File: config.mk
export PLATFORM = sky130hd
export DESIGN_NAME = video_timing
export DESIGN_NICKNAME = d
export VERILOG_FILES = /design/src/rtl/video_timing.sv
export SDC_FILE = /design/constraint.sdc
export NUM_CORES = 1
export LEC_CHECK = 0
export CORE_ASPECT_RATIO = 1.75
export CORE_MARGIN = 5
export CORE_UTILIZATION = 30
export CTS_CLUSTER_DIAMETER = 30
export DETAILED_ROUTE_END_ITERATION = 8
export PLACE_DENSITY = 0.49
export SYNTH_ARGS = -nofsm -noshare
export SYNTH_HDL_FRONTEND = slang
export SYNTH_SLANG_ARGS = --single-unit
File: constraint.sdc
create_clock -name i_clk -period 4.2 [get_ports i_clk]
set_input_delay 0.42 -clock i_clk [delete_from_list [all_inputs] [get_ports i_clk]]
set_output_delay 0.42 -clock i_clk [all_outputs]
set_load 0.05 [all_outputs]
File: src/rtl/video_timing.sv
// Raster timing generator: pixel position, syncs, active flag and frame-start pulse.
// Optional frame counter on o_frame when VIDEO_TIMING_FRAME_CNT_EN is defined.
module video_timing #(
  parameter int H_ACTIVE = 640,
  parameter int H_FP     = 16,
  parameter int H_SYNC   = 96,
  parameter int H_BP     = 48,
  parameter int V_ACTIVE = 480,
  parameter int V_FP     = 10,
  parameter int V_SYNC   = 2,
  parameter int V_BP     = 33,
  parameter bit H_POL    = 1'b0,
  parameter bit V_POL    = 1'b0
) (
  input  logic        i_clk,
  input  logic        i_rst_n,
  input  logic        i_pix_en,
  output logic [15:0] o_x,
  output logic [15:0] o_y,
  output logic        o_h_sync,
  output logic        o_v_sync,
  output logic        o_active,
  output logic        o_frame_start,
  output logic [15:0] o_frame
);

  localparam int H_TOTAL = H_ACTIVE + H_FP + H_SYNC + H_BP;
  localparam int V_TOTAL = V_ACTIVE + V_FP + V_SYNC + V_BP;

  localparam logic [15:0] H_LAST     = 16'(H_TOTAL - 1);
  localparam logic [15:0] V_LAST     = 16'(V_TOTAL - 1);
  localparam logic [15:0] H_ACT_END  = 16'(H_ACTIVE);
  localparam logic [15:0] V_ACT_END  = 16'(V_ACTIVE);
  localparam logic [15:0] HS_START   = 16'(H_ACTIVE + H_FP);
  localparam logic [15:0] HS_END     = 16'(H_ACTIVE + H_FP + H_SYNC);
  localparam logic [15:0] VS_START   = 16'(V_ACTIVE + V_FP);
  localparam logic [15:0] VS_END     = 16'(V_ACTIVE + V_FP + V_SYNC);

  logic [15:0] x_next;
  logic [15:0] y_next;
  logic        wrap;

  // Next position is decoded first so every registered output describes the same pixel.
  always_comb begin
    x_next = o_x;
    y_next = o_y;
    wrap   = 1'b0;
    if (i_pix_en) begin
      if (o_x == H_LAST) begin
        x_next = 16'd0;
        if (o_y == V_LAST) begin
          y_next = 16'd0;
          wrap   = 1'b1;
        end else begin
          y_next = o_y + 16'd1;
        end
      end else begin
        x_next = o_x + 16'd1;
      end
    end
  end

  always_ff @(posedge i_clk) begin
    if (!i_rst_n) begin
      o_x           <= H_LAST;
      o_y           <= V_LAST;
      o_h_sync      <= ~H_POL;
      o_v_sync      <= ~V_POL;
      o_active      <= 1'b0;
      o_frame_start <= 1'b0;
    end else begin
      o_x           <= x_next;
      o_y           <= y_next;
      o_h_sync      <= ((x_next >= HS_START) && (x_next < HS_END)) ? H_POL : ~H_POL;
      o_v_sync      <= ((y_next >= VS_START) && (y_next < VS_END)) ? V_POL : ~V_POL;
      o_active      <= (x_next < H_ACT_END) && (y_next < V_ACT_END);
      o_frame_start <= wrap;
    end
  end

`ifdef VIDEO_TIMING_FRAME_CNT_EN
  logic [15:0] frame_cnt;

  always_ff @(posedge i_clk) begin
    if (!i_rst_n) begin
      frame_cnt <= 16'd0;
    end else if (wrap) begin
      frame_cnt <= frame_cnt + 16'd1;
    end
  end

  assign o_frame = frame_cnt;
`else
  assign o_frame = 16'd0;
`endif

endmodule

# == After elaboration in Yosys (flattened, before gate mapping) ==
# Index checks and enable logic that the tools add are counted.
# totals
output_inout_bits,52
word_cells,28
regBits,36
# op_classes
n_addsub,2
n_reduce_logical,4
n_lt_le_gt_ge,6
muxes,8
eq_ne,2
# ops
operator,count
$mux W16,5
$add A16 B1 Y16 const B,2
$eq A16 B10 Y1 const B,2
$lt A16 B10 Y1 const B,2
$lt A16 B9 Y1 const B,2
$ge A16 B10 Y1 const B,1
$ge A16 B9 Y1 const B,1
$logic_and A1 B1 Y1,3
$mux W1,3
$reduce_and A3 Y1,1

# == Depth between registers and ports, before layout ==
# logic_depth
ltp_word,7
mapped_depth,9
mapped_depth_nobuf,9

# == Worst setup path after synthesis ==
# Ideal clock, no wire load.
# synth_path
kind,reg-to-reg
from,register o_x[0]
to,register o_v_sync
required_time_ns,4.065
arrival_time_ns,2.324
setup_time_ns,0.135
setup_slack_ns,1.741
stages_incl_launch_ff,9
synth_period_minus_slack_ns,2.459
path_cell_list,dfxtp_1 ha_1 and4_1 nand4_4 nor3_1 nand4_1 xor2_1 and4bb_1 nand4_1
# synth_between
elab_chain_len,6
# synth_lines
element,line_no,source
start: declaration,18,"output logic [15:0] o_x,"
start signal: assignment,72,o_x <= x_next;
$eq A16 B10 Y1 *,49,if (o_x == H_LAST) begin
$mux W16 *,49,
$mux W16 *,48,if (i_pix_en) begin
$ge A16 B9 Y1 / $lt A16 B9 Y1 (equally long branches),75,o_v_sync <= ((y_next >= VS_START) && (y_next < VS_END)) ? V_POL : ~V_POL;
$logic_and A1 B1 Y1 *,75,
$mux W1 *,75,
end signal: assignment,68,o_v_sync <= ~V_POL;
end signal: assignment,75,
end: declaration,21,"output logic o_v_sync,"
# Mark *: on every way between the ends. The rest lies on a longest branch, timed or not.
# A chain may end at the register's enable or synchronous reset.

# == Worst setup path in the final report ==
# Ends and elaborated chain as after synthesis.

==> results.yml <==
setup_path:
  crit_type: "register to register"
  crit_path_frequent_cell: "nand4_1"
  critPathCaptureType: "register"
  cp.required_ps: 4350
  reg2reg_depth: 8
  worstSetupStartpointType: "register"
  cp_cell_sequence: "ha_1 -> and4_1 -> nand4_4 -> nor3_1 -> nand4_1 -> xor2_1 -> and4bb_1 -> nand4_1"
  crit_start: "o_x[0]$_SDFF_PN1_"
  critical_path_peak_fanout: 6
  slowest_stage: "dfxtp_1"
  crit_arrival_ps: 2750
  max_stage_delay_ps: 430
  r2r-start: "o_x[0]$_SDFF_PN1_"
  r2r_setup_slack_ps: 1600
clocking:
  clk_latency_ps: 280
  ctsResizeCount: 0
  htreeDepth: 2
  cts_buffers: 5
  cts_hold_buf: 0
  clk_pin_slew_ps: 60
  cts_tree: "yes"
  cts_root_buf: "clkbuf_16"
  cts.sinks: 36
  postCtsSetupBuffers: 0
  clock_path_buffers: 2
cells_and_area:
  drive_gt1_frac: 0.0793
  fillCellCount: 772
  nets: 295
  antennaDiodeCount: 0
  area.growth.synth_to_final_pct: 24.8
  stdcell_area_mm2: 0.00271
  multi_input_area_mm2: 0.00132
  regArea_um2: 721
detailed_routing:
  first_pass_iters: 4
  wl_um: 5930
  avgViaCountPerCell: 5.08
  wl_per_cell_um: 15.8
  vias: 1910
  drc_errors: 0
  ant_nets: 0
  drt_iter0_drc: 125
timing:
  rsz0062_at_grt: "no"
  fmax_mhz: 385
  finalCriticalPeriod_ps: 2600
  final_hold_viol_count: 0
  slew_violations: 0
  worstMarginPinSlew_ps: 911
  period_share: 0.619
  setup_viol: 0
  hold-worst-slack_ps: 567
  slew_headroom: 0.390
  fin_skew_ps: 4.69
  timing.setup.tns_ps: 0
min_path:
  hp-class: "register to register"
  min_path_cells: 2
  worstHoldStart: "o_x[0]$_SDFF_PN1_"
power_and_ir_drop:
  powerDensity_mw_per_mm2: 412
  power.leakage_nw: 0.979
  ir_drop_mv: 0.214
grt:
  grt_use_total: 0.143
  gr-total-overflow: 0
  grt_start_max_net_pins: 28
  first_global_vias: 1957
  antenna_found_initial: 0
  grt_first_pass_wirelength_um: 9790
floorplanning:
  io_pins: 55
  die_y_um: 123
  die_area_mm2: 0.00911
  start_util: 0.305
  core_mm2: 0.00713
  num_rows: 41
  die_w_um: 74.3
synthesis:
  syn_area_mm2: 0.00217
  yosysSeqAreaShare: 0.332
  synth_top_flop_cell: "dfxtp_1"
  synthArstFlopShare: 0
  avgSynthCellArea_um2: 8.66
  ys_ff_latch: 36
  ys_warn_count: 0
  synth_edf_count: 0
  synth.distinct_cells: 50
  syn_inst: 251
place:
  place_congestion: 0.817
  dp_hpwl_um: 4570
  place_area_mm2: 0.00256
  numPortBuffers: 38
outcome:
  status: "finished, final reports clean"
job:
  drv_cap: 0
==> flip-flops by register name, indices dropped and copies added, names as in the netlist <==
| signal | cells |
|---|---|
| o_h_sync | 1 |
| o_y | 16 |
| o_active | 1 |
| o_frame_start | 1 |
| o_x | 16 |
| o_v_sync | 1 |
==> routing by layer <==
metal | up-vias | track usage | wire length [µm]
met5 | - | 0 | 0
met4 | 0 | 0.0668 | 136
met3 | 9 | 0.0311 | 267
met2 | 45 | 0.267 | 3350
met1 | 915 | 0.146 | 2180
li1 | 941 | - | -
==> cell usage in the layout, fill, tap and decap left out, types with 3 or more instances in the layout <==
cell and count:
nand4_1 8, inv_1 6, o211ai_1 3, and4_1 7
or3_1 5, nor3_1 11, nand3_1 11, nor2b_1 8
conb_1 16, nor2_1 11, nand2_1 29, o21ai_0 9
ha_1 3, clkbuf_16 5, and2_1 7, xor2_1 10
clkdlybuf4s50_1 38, dfxtp_1 36, a21oi_1 6, and3_1 8
nor4_1 3, xnor2_1 14
==> stage by stage <==
stage	util	power, mW	setup slack (ps)	cells
2_1_floorplan	-	0.659	1740	266
3_3_place_gp	0.359	0.744	1470	368
3_5_place_dp	0.359	0.745	1440	368
4_1_cts	0.380	1.13	1610	376
5_1_grt	0.380	1.17	1420	376
6_report	0.380	1.12	1600	376
==> power by group <==
group	internal (mW)	switching (mW)	leakage [nW]
combinational	0.103	0.228	0.617
clock	0.236	0.147	0.0701
sequential	0.363	0.0400	0.292
total	0.703	0.415	0.979
==> worst max-delay path, delay by kind of cell, from the launching register on <==
| kind | cells | cell delay (ps) |
|---|---|---|
| fa+ha+maj | 1 | 220 |
| flops | 1 | 430 |
| simple gates | 6 | 1490 |
| xor+xnor | 1 | 320 |
==> worst paths after layout <==
path,to
min,o_x[0]$_SDFF_PN1_
max reg2reg,o_v_sync$_SDFF_PN1_
min reg2reg,o_x[0]$_SDFF_PN1_
max,o_v_sync$_SDFF_PN1_
==> synthesized netlist by cell type, types with 3 or more instances <==
| cell | instances | area [µm²] |
|---|---|---|
| dfxtp_1 | 36 | 721 |
| and3_1 | 8 | 50.1 |
| nand4_1 | 8 | 50.1 |
| nand2_1 | 29 | 109 |
| xnor2_1 | 14 | 123 |
| nor2b_1 | 8 | 50.1 |
| a21oi_1 | 6 | 30.0 |
| o21ai_0 | 9 | 45.0 |
| nor4_1 | 3 | 18.8 |
| ha_1 | 3 | 37.5 |
| buf_4 | 16 | 120 |
| nor3_1 | 11 | 55.1 |
| o211ai_1 | 3 | 22.5 |
| nand3_1 | 11 | 55.1 |
| inv_1 | 6 | 22.5 |
| nor2_1 | 11 | 41.3 |
| and2_1 | 7 | 43.8 |
| or3_1 | 5 | 31.3 |
| and4_1 | 7 | 61.3 |
| clkbuf_1 | 3 | 11.3 |
| xor2_1 | 10 | 87.6 |
==> cell families (layout without fill, tap and decap cells) <==
logic type / after synthesis / in the layout / synth area share
other: 1 / 16 / 0.00173
AO/OA/AOI/OAI: 29 / 29 / 0.0979
flip-flops: 36 / 36 / 0.332
adder cells (fa/ha/maj): 3 / 3 / 0.0173
buffers and inverters: 29 / 53 / 0.0858
XOR/XNOR: 24 / 24 / 0.0967
AND/OR/NAND/NOR: 129 / 129 / 0.369
==> final cells by class <==
type,count,share of cell area
sequential,36,0.266
timing repair buffer,39,0.143
clock buffer,7,0.0526
multi-input combinational,201,0.488
inverter,6,0.00831
tap,86,0.0397
clock inverter,1,0.00277
No activity file was read; power rests on OpenSTA's default activity.
==> RTL change 1 (config.mk and constraints unchanged) <==
Set the parameter `V_POL` to 1'b1 (it was 1'b0).
--- a/src/rtl/video_timing.sv
+++ b/src/rtl/video_timing.sv
@@ -10,7 +10,7 @@
   parameter int V_SYNC   = 2,
   parameter int V_BP     = 33,
   parameter bit H_POL    = 1'b0,
-  parameter bit V_POL    = 1'b0
+  parameter bit V_POL    = 1'b1
 ) (
   input  logic        i_clk,
   input  logic        i_rst_n,
Formal check against the unedited RTL: not equivalent (Yosys sat finds a counterexample within 4 cycles, from zero or initial values and one cycle with i_rst_n low).
==> RTL change 1 against the unedited design <==
Critical path depth shrank 2; setup slack worse by 460 ps; sequential share of layout area down 0.74 points; maximum frequency decreased by 15%; wire length up 9.0%; via count rose by 8.5%; sequential cell count is the same; area after synthesis rose by 8.8%; cell area is 2.9% higher; global-route usage decreased by 1.2 points; worst hold slack worse by 34 ps; power fell by 4.4%.
==> RTL change 1: results (changes against the unedited design) <==
cell count after synthesis 277 (+10%); Synth Area in XOR/XNOR 0.111 (+0.0144); Primary FF master, synth dfxtp_1; Arrival @ worst endpoint 3240 ps (+490 ps); Iter 0 DRT Violations 87 (-30%); Comb group 0.281 mW (-15%); share of layout cells above drive strength 1 0.0841 (+0.00483); top sig layer met4; met2 routed WL 3640 µm (+8.7%); H-tree Lvls 2 (unchanged); pin count of the biggest net entering global routing 19 (-32%); critical path peak fanout 12 (+6); Synth top cells by count dfxtp_1 (36), nand2_1 (27), xnor2_1 (18); Synth Area in Compound Gates 0.0841 (-0.0137); Area contributors post-synth dfxtp_1 (30%), xnor2_1 (6.7%), buf_4 (5.4%); crit path from i_pix_en; Yosys cell types 55 (+10%); Placer Congestion 0.795 (-2.7%); Reg clk slew, reported paths 60 ps (about the same); Placed Area 0.00264 mm² (+3.0%); grt met2 use 0.264 (-0.00227); Min Hold Slack 533 ps (-33.9 ps); Max IR drop VDD 0.205 mV (-4.2%); outcome finished clean; mux share of post-synthesis cell area 0.0127 (+0.0127); vias post-DR 2,072 (+8.5%); clock skew 5.10 ps (+0.407 ps); Async SR Flop Fraction 0 (unchanged); PD cells 383 mW/mm² (-7.0%); Static Leak 1.02 nW (+4.2%); reg2reg start o_x[6]; first-pass GRT wire length 10,100 µm (+3.7%); adder-cell share of the synthesized area 0.0159 (-0.00140); met1 wire length 2340 µm (+7.1%); post-DP HPWL 5060 µm (+11%); Wirelength per Cell 16.2 µm (+2.8%); number of flops mapped to enable cells by yosys 0 (unchanged); GRT Total Usage 0.131 (-0.0118); placed insts 391 (+6.3%); Sw Ratio 0.357 (-0.0142); internal reg-to-reg setup slack 1190 ps (-410 ps); Worst Max-Slew Pin Slew 742 ps (-169 ps); largest family of logic cells by synthesized area simple AND/OR/NAND/NOR gates; # nets final 314 (+6.4%); register area share after synthesis 0.305 (-0.0268); Worst R2R Path Depth 6 (-2); IO Port Bufs 38 (unchanged); FF-to-FF End o_active; grt met3 use 0.0219 (-0.00929); Clock power frac 0.358 (+0.015); final wirelength 6470 µm (+9.0%); hold wc startpoint o_y[0]; pre-CTS WS 811 ps (-631 ps); met1 Resource Use GR 0.123 (-0.0235); Worst Hold End o_y[0]; Met3 Wirelength 295 µm (+10%)
## RTL change 1: critical path: stages
cell	delay, ps
clkdlybuf4s50_1	670
or4bb_2	800
or4_1	500
nor3_1	380
o221ai_1	190
nor4b_1	280
## RTL change 1: cell type report
type                            instances  area (µm²)
Fill cell                             819        5010
Multi-Input combinational cell        216        1370
Sequential cell                        36         721
Timing Repair Buffer                   41         403
Clock buffer                            7         143
Tap cell                               90         113
Inverter                                8        30.0
Clock inverter                          1        7.51
## RTL change 1: worst max path at each step
| stage | end | slack, ps | cells past startpoint |
|---|---|---|---|
| CTS | o_active | 1090 | 6 |
| detailed placement | o_active | 810 | 6 |
| global placement | o_active | 940 | 6 |
| finish | o_active | 1140 | 6 |
| global route | o_active | 940 | 6 |
| floorplan | o_active | 1170 | 8 |
==> RTL change 2 (same flow settings) <==
Made on the original files. Register the output `o_x` once more, cleared by the reset; this adds one clock of latency there. The other outputs are not delayed to match.
--- a/src/rtl/video_timing.sv
+++ b/src/rtl/video_timing.sv
@@ -36,17 +36,19 @@
   localparam logic [15:0] VS_START   = 16'(V_ACTIVE + V_FP);
   localparam logic [15:0] VS_END     = 16'(V_ACTIVE + V_FP + V_SYNC);
 
+  logic [15:0] o_x_s0;
+
   logic [15:0] x_next;
   logic [15:0] y_next;
   logic        wrap;
 
   // Next position is decoded first so every registered output describes the same pixel.
   always_comb begin
-    x_next = o_x;
+    x_next = o_x_s0;
     y_next = o_y;
     wrap   = 1'b0;
     if (i_pix_en) begin
-      if (o_x == H_LAST) begin
+      if (o_x_s0 == H_LAST) begin
         x_next = 16'd0;
         if (o_y == V_LAST) begin
           y_next = 16'd0;
@@ -55,21 +57,21 @@
           y_next = o_y + 16'd1;
         end
       end else begin
-        x_next = o_x + 16'd1;
+        x_next = o_x_s0 + 16'd1;
       end
     end
   end
 
   always_ff @(posedge i_clk) begin
     if (!i_rst_n) begin
-      o_x           <= H_LAST;
+      o_x_s0        <= H_LAST;
       o_y           <= V_LAST;
       o_h_sync      <= ~H_POL;
       o_v_sync      <= ~V_POL;
       o_active      <= 1'b0;
       o_frame_start <= 1'b0;
     end else begin
-      o_x           <= x_next;
+      o_x_s0        <= x_next;
       o_y           <= y_next;
       o_h_sync      <= ((x_next >= HS_START) && (x_next < HS_END)) ? H_POL : ~H_POL;
       o_v_sync      <= ((y_next >= VS_START) && (y_next < VS_END)) ? V_POL : ~V_POL;
@@ -94,5 +96,13 @@
   assign o_frame = 16'd0;
 `endif
 
+  always_ff @(posedge i_clk) begin
+    if (!i_rst_n) begin
+      o_x <= '0;
+    end else begin
+      o_x <= o_x_s0;
+    end
+  end
+
 endmodule
 
Function: changed (Yosys sat finds a counterexample within 4 cycles, from zero or initial values and one cycle with i_rst_n low).
==> RTL change 2 against the unedited design <==
Wire length grew 31%; register-to-register slack got worse by 440 ps; sequential cell count increased by 16; power is 15% higher; setup slack lost 600 ps; final cell count grew 27%; cell area up 23%; critical path depth is 1 lower; area after synthesis rose by 30%; largest cell class unchanged.
==> RTL change 2: results (changes against the unedited design) <==
Wirelength per Cell 16.3 µm (+3.3%); # nets final 360 (+22%); Area contributors post-synth dfxtp_1 (37%), buf_4 (4.8%), xnor2_1 (4.0%); GRT Total Usage 0.137 (-0.00631); Sw Ratio 0.347 (-0.0247); vias per cell 5.13 (+0.95%); hold wc startpoint o_x_s0[1]; Hold Path Stages 1 (-1); Worst Max-Slew Pin Slew 504 ps (-408 ps); Yosys cell types 58 (+16%); Placed Area 0.00319 mm² (+25%); Worst Hold End o_x[1]; Avg Cell Area, Syn 8.48 µm² (-2.1%); Largest regs o_x (16), o_x_s0 (16), o_y (16); outcome finished clean; Arrival @ worst endpoint 3370 ps (+620 ps); Min Hold Slack 577 ps (+9.70 ps); Static Leak 1.24 nW (+26%); clock skew 5.98 ps (+1.29 ps); share of layout cells above drive strength 1 0.0761 (-0.00325); Worst R2R Path Depth 7 (-1); Synth top cells by count dfxtp_1 (52), nor2_1 (30), nand2_1 (23); pin count of the biggest net entering global routing 30 (+7.1%); Placer Congestion 0.847 (+3.7%); Final Non-Filler Cells 477 (+27%); register area share after synthesis 0.367 (+0.0359); first-pass GRT wire length 12,600 µm (+29%); critical path peak fanout 14 (+8); slowest CP cell clkdlybuf4s50_1; Iter 0 DRT Violations 210 (+68%)
RTL change 2: cell types whose count changed after synthesis, sizes merged, moves of 7 or more:
cell and delta:
nor2 +17, buf +8, clkbuf +11, nand2 -7
dfxtp +16, and2 +12, nand3 +7, a21oi +7
RTL change 2: worst max-delay path by stage:
stage / to / slack (ps) / cells after the start
3_5_place_dp: o_v_sync / 710 / 7
3_3_place_gp: o_v_sync / 760 / 7
6_report: o_v_sync / 1010 / 7
4_1_cts: o_v_sync / 1030 / 7
5_1_grt: o_v_sync / 840 / 7
2_1_floorplan: o_v_sync / 1310 / 7
RTL change 2: power by group through the flow:
stage / combinational [mW] / sequential (mW) / clock (mW)
6_report: 0.301 / 0.564 / 0.422
4_1_cts: 0.302 / 0.563 / 0.444
3_5_place_dp: 0.300 / 0.575 / 0
3_3_place_gp: 0.300 / 0.575 / 0
2_1_floorplan: 0.209 / 0.600 / 0
5_1_grt: 0.326 / 0.569 / 0.452
RTL change 2: layout make-up:
class	count	area (µm²)
Fill cell	959	6010
Multi-Input combinational cell	249	1580
Clock inverter	3	25.0
Tap cell	122	153
Clock buffer	5	125
Timing Repair Buffer	40	395
Inverter	6	22.5
Sequential cell	52	1040
RTL change 2: layer usage:
layer	up-vias	wire length [µm]	GRT usage	part of all wire
met4	0	385	0.0898	0.050
met1	1155	2790	0.136	0.36
met2	79	4280	0.258	0.55
met5	-	0	0	0
met3	21	316	0.0208	0.041
li1	1191	-	-	-
RTL change 2: per-stage QoR:
step                setup slack [ps]  utilization  total power [mW]
finish                          1010        0.358              1.29
global route                     837        0.358              1.35
CTS                             1030        0.358              1.31
detailed placement               713        0.342             0.875
global placement                 764        0.342             0.875
floorplan                       1310            -             0.809
RTL change 2: logic make-up (layout without fill, tap and decap cells):
group                    Yosys count  after routing  share of synthesized area
multiplexers                       6              6                     0.0212
buffers and inverters             48             54                     0.0936
adder cells (fa/ha/maj)            3              3                     0.0133
AND/OR/NAND/NOR                  159            159                      0.339
other                              1             16                    0.00132
AO/OA/AOI/OAI                     48             48                      0.112
XOR/XNOR                          17             17                     0.0526
flip-flops                        52             52                      0.367
